`src/rtl/iterative_shifter.sv`:
```
// Multicycle shifter applying at most two bit positions per clock (sll, sra, srl).
// Define SHIFTER_ROTATE_EN to make op 2'b11 a rotate right; otherwise 2'b11 behaves as srl.
module iterative_shifter #(
    parameter int unsigned WIDTH   = 32,
    parameter int unsigned SHAMT_W = 5
) (
    input  logic               clock,
    input  logic               reset_n,
    input  logic               ctrl_start,
    input  logic [1:0]         ctrl_op,
    input  logic [SHAMT_W-1:0] ctrl_shamt,
    input  logic [WIDTH-1:0]   data_operand,
    output logic [WIDTH-1:0]   data_result,
    output logic               data_resultRDY,
    output logic               data_busy
);

    typedef enum logic [1:0] {StIdle, StShift, StDone} state_e;

    localparam logic [SHAMT_W-1:0] OneStep = SHAMT_W'(1);
    localparam logic [SHAMT_W-1:0] TwoStep = SHAMT_W'(2);

    state_e               state_q, state_d;
    logic [WIDTH-1:0]     work_q, work_d;
    logic [1:0]           op_q, op_d;
    logic [SHAMT_W-1:0]   rem_q, rem_d;
    logic                 step2;
    logic [WIDTH-1:0]     shifted;

    always_ff @(posedge clock or negedge reset_n) begin
        if (!reset_n) begin
            state_q <= StIdle;
            work_q  <= '0;
            op_q    <= '0;
            rem_q   <= '0;
        end else begin
            state_q <= state_d;
            work_q  <= work_d;
            op_q    <= op_d;
            rem_q   <= rem_d;
        end
    end

    // One step of the shift schedule: by 2 while at least 2 positions remain, else by 1.
    always_comb begin
        step2   = (rem_q >= TwoStep);
        shifted = work_q;
        unique case (op_q)
            2'b00: shifted = step2 ? {work_q[WIDTH-3:0], 2'b00} : {work_q[WIDTH-2:0], 1'b0};
            2'b01: shifted = step2 ? {{2{work_q[WIDTH-1]}}, work_q[WIDTH-1:2]}
                                   : {work_q[WIDTH-1], work_q[WIDTH-1:1]};
            2'b10: shifted = step2 ? {2'b00, work_q[WIDTH-1:2]} : {1'b0, work_q[WIDTH-1:1]};
            2'b11: begin
`ifdef SHIFTER_ROTATE_EN
                shifted = step2 ? {work_q[1:0], work_q[WIDTH-1:2]}
                                : {work_q[0], work_q[WIDTH-1:1]};
`else
                shifted = step2 ? {2'b00, work_q[WIDTH-1:2]} : {1'b0, work_q[WIDTH-1:1]};
`endif
            end
            default: shifted = work_q;
        endcase
    end

    always_comb begin
        state_d = state_q;
        work_d  = work_q;
        op_d    = op_q;
        rem_d   = rem_q;
        unique case (state_q)
            StIdle, StDone: begin
                if (ctrl_start) begin
                    work_d  = data_operand;
                    op_d    = ctrl_op;
                    rem_d   = ctrl_shamt;
                    state_d = (ctrl_shamt == '0) ? StDone : StShift;
                end else begin
                    state_d = StIdle;
                end
            end
            StShift: begin
                work_d = shifted;
                rem_d  = rem_q - (step2 ? TwoStep : OneStep);
                if (rem_d == '0) begin
                    state_d = StDone;
                end
            end
            default: state_d = StIdle;
        endcase
    end

    assign data_result    = work_q;
    assign data_resultRDY = (state_q == StDone);
    assign data_busy      = (state_q == StShift);

endmodule

```
`config.mk`:
```
export PLATFORM = sky130hd
export DESIGN_NAME = iterative_shifter
export DESIGN_NICKNAME = d
export VERILOG_FILES = /design/src/rtl/iterative_shifter.sv
export SDC_FILE = /design/constraint.sdc
export NUM_CORES = 1
export LEC_CHECK = 0
export ABC_AREA = 0
export ABC_CLOCK_PERIOD_IN_PS = 4350
export CORE_MARGIN = 2
export CORE_UTILIZATION = 52
export CTS_CLUSTER_DIAMETER = 120
export DETAILED_ROUTE_END_ITERATION = 16
export PLACE_DENSITY = 0.95
export SKIP_CTS_REPAIR_TIMING = 1
export SLEW_MARGIN = 20
export SYNTH_ARGS = -nofsm -noshare
export SYNTH_HDL_FRONTEND = slang
export SYNTH_SLANG_ARGS = --single-unit
```
`constraint.sdc`:
```
create_clock -name clock -period 4.35 [get_ports clock]
set_clock_uncertainty 0.05 [all_clocks]
set_input_delay 0.435 -clock clock [delete_from_list [all_inputs] [get_ports clock]]
set_output_delay 0.435 -clock clock [all_outputs]
set_load 0.01 [all_outputs]
```
==> flow_metrics.py <==
metrics = {
    "yosys": {
        "synthSimpleGateAreaFrac_pct": 19.7,
        "synth-edff-count": 0,
        "synth_xor_xnor_area_share_pct": 0.331,
        "synthCells": 297,
        "synthFlopType": "dfrtp_1",
        "synth_top_area_share_pct": 38.8,
        "synth.distinct_cells": 40,
        "ys_top_cells_by_area": "dfrtp_1, a32o_1, mux2i_1, nand2_1, a31oi_1",
        "synth_sequential_area_ratio_pct": 38.8,
        "syn_avg_cell_area_sq_um": 8.91,
        "synth.net_count": 342,
        "synth_top_family_by_area": "compound AO/OA/AOI/OAI gates",
        "synthAdderAreaFrac_pct": 1.70,
        "ys_warn_count": 0,
        "ys_seq_elements": 41,
        "synth_compound_area_share_pct": 23.8,
        "synthMuxAreaShare_pct": 10.2,
        "synth_area_leader_cell": "dfrtp_1",
        "syn_area_sq_um": 2650,
        "async_flop_share_pct": 100,
    },
    "worst_setup_path": {
        "worstPathMaxFanout": 36,
        "worstSetupPathType": "flop to flop",
        "crit_top_cell": "or4_1",
        "r2r_start": "rem_q[3]",
        "crit_path_cell_trace": "or4_1, buf_4, clkinv_4, ha_1, inv_1, fa_1, or4_1, nand3_1, o311ai_0",
        "r2r_slack_ps": 1040,
        "end_kind": "flop",
        "r2r-end": "rem_q[4]",
        "setup.worst_path.start_class": "flop",
        "max_stage_delay_ps": 520,
        "cp.arrival_ps": 3380,
        "reg2reg_depth": 9,
        "slowest_stage": "or4_1",
        "crit_required_ps": 4420,
        "cpLargestDelayFamily": "simple AND/OR/NAND/NOR gates",
        "critPathBufInv": 3,
    },
    "hold_path": {
        "min_path_type": "input pin to async pin",
    },
    "final_layout": {
        "layout_commonest_cell": "clkdlybuf4s50_1",
        "antenna_cells": 0,
        "layout_common_cells": "clkdlybuf4s50_1, nand2_1, dfrtp_1",
        "layout-drive-gt1-share_pct": 10.4,
        "area_growth_pct": 33.5,
        "fin_area_sq_um": 3530,
        "layout.nets": 409,
        "final_util_pct": 73.4,
    },
    "sta": {
        "tns_ps": 0,
        "fin_crit_sh_pct": 76.2,
        "setup_violations": 0,
        "hold_viol_final": 0,
        "slew_viol_final": 0,
        "fin_hold_ws_ps": 215,
        "period_needed_ps": 3310,
        "rsz0062_at_grt": "no",
        "fmax_ghz": 0.302,
        "layout_setup_ws_ps": 1040,
        "slew_headroom_pct": 33.4,
        "worst_pin_slew_ps": 1000,
    },
    "grt": {
        "grt_max_degree": 42,
        "gr-total-overflow": 0,
        "grt_usage_pct": 27.9,
        "antenna_found_initial": 0,
        "grt_pass1_vias": 2551,
        "grt_pass1_wl_microns": 12100,
    },
    "power_and_ir_drop": {
        "switchingPower_mw": 1.29,
        "leakagePower_nw": 1.41,
        "p_sw_share_pct": 45.9,
        "clkPwrFrac_pct": 9.6,
        "p_seq_share_pct": 28.7,
        "cellPowerDensity_nw_per_um2": 793,
        "power.internal_mw": 1.52,
        "ir_drop_mv": 0.417,
        "p_comb_share_pct": 61.7,
    },
    "detailed_routing": {
        "via_per_inst": 6.55,
        "detail_route.wl_per_cell_microns": 17.9,
        "ant_nets": 0,
        "vias": 2830,
        "firstDrtPassIters": 5,
        "routed_wl_microns": 7740,
        "dr.first_iter.drc_count": 346,
        "drc_errors": 0,
    },
    "clocking": {
        "cts_buffers": 5,
        "htreeDepth": 2,
        "clkSlewWorstSetupHoldPaths_ps": 80,
        "cts-root-buf": "clkbuf_8",
        "clockBufferDepth": 2,
        "clock_sinks": 41,
        "cts_tree": "built",
        "insertion_delay_ps": 310,
    },
    "run_status": {
        "outcome": "completed",
    },
    "placed_design": {
        "place.port_buffers": 75,
        "dpl_cell_area_sq_um": 3410,
        "gp_congestion": 0.878,
        "place_ws_ps": 1100,
        "hpwl_microns": 5420,
    },
    "die": {
        "die_area_sq_um": 5680,
        "start_util_pct": 55.0,
        "core_sq_um": 4820,
        "ios": 76,
        "fp.dieH_microns": 75.4,
        "die_x_microns": 75.4,
        "rows": 25,
    },
    "run": {
        "max-cap-violations": 0,
    },
}
## per-layer routing
| layer | part of all wire [%] | track usage (%) |
|---|---|---|
| met5 | 0 | 0 |
| met4 | 2.0 | 10.5 |
| met3 | 9.7 | 4.23 |
| met2 | 49 | 47.1 |
| met1 | 39 | 36.3 |
## synthesized netlist by cell type (all sizes together), types with 2 or more instances
cell type and count:
a21oi 17, a31o 2, a31oi 23, a32o 27, buf 12, clkbuf 10
dfrtp 41, ha 2, inv 4, mux2i 27, nand2 76, nand2b 3
nand3 7, nor2 12, nor2b 3, nor3 4, o21ai 6, or4 3
## how the worst max path moves through the flow
| stage | start | end | depth (start not counted) |
|---|---|---|---|
| after floorplan | rem_q[1] | rem_q[4] | 10 |
| after global placement | rem_q[1] | rem_q[4] | 9 |
| after detailed placement | rem_q[1] | rem_q[4] | 9 |
| after CTS | rem_q[1] | rem_q[4] | 9 |
| after global routing | rem_q[1] | rem_q[4] | 9 |
| final | rem_q[3] | rem_q[4] | 9 |
## worst reg2reg max path: cells and delay by family, from the launching register on
family                   cells  cell delay, ps
buffers and inverters        3             640
AO/OA/AOI/OAI                1             160
adder cells (fa/ha/maj)      2             700
AND/OR/NAND/NOR              3            1130
flip-flops                   1             460
## through the flow
step                      instances  power [mW]
final                           432        2.80
after floorplan                 297        1.86
after CTS                       431        2.76
after global placement          423        2.42
after global routing            432        2.98
after detailed placement        423        2.48
## layout make-up
type	instances	area [sq um]
multi-input cells	229	1490
fillers	355	1280
flip-flops and latches	41	1030
repair buffers	82	818
well taps	67	83.8
clock buffers	6	82.6
inverters	5	23.8
clock inverters	2	13.8
## power groups by stage
stage / clock, mW / sequential (mW) / combinational [mW]
finish: 0.270 / 0.804 / 1.73
global route: 0.288 / 0.825 / 1.87
CTS: 0.270 / 0.794 / 1.69
detailed placement: 0 / 0.801 / 1.68
global placement: 0 / 0.790 / 1.63
floorplan: 0 / 0.811 / 1.05
## flip-flops by register name, summed over array words and instances, names as in the netlist
name         cells
op_q             2
rem_q            5
data_result     32
state_q          2
## cells by family (layout without fill, tap and decap cells)
kind of cell,after synthesis,count (layout)
and+or+nand+nor,113,113
AOI/OAI and AO/OA,85,85
DFF,41,41
muxes,27,27
buffers and inverters,27,95
adders and majority gates,3,3
xor gates and xnor gates,1,1
No activity file was read; power rests on OpenSTA's default activity.
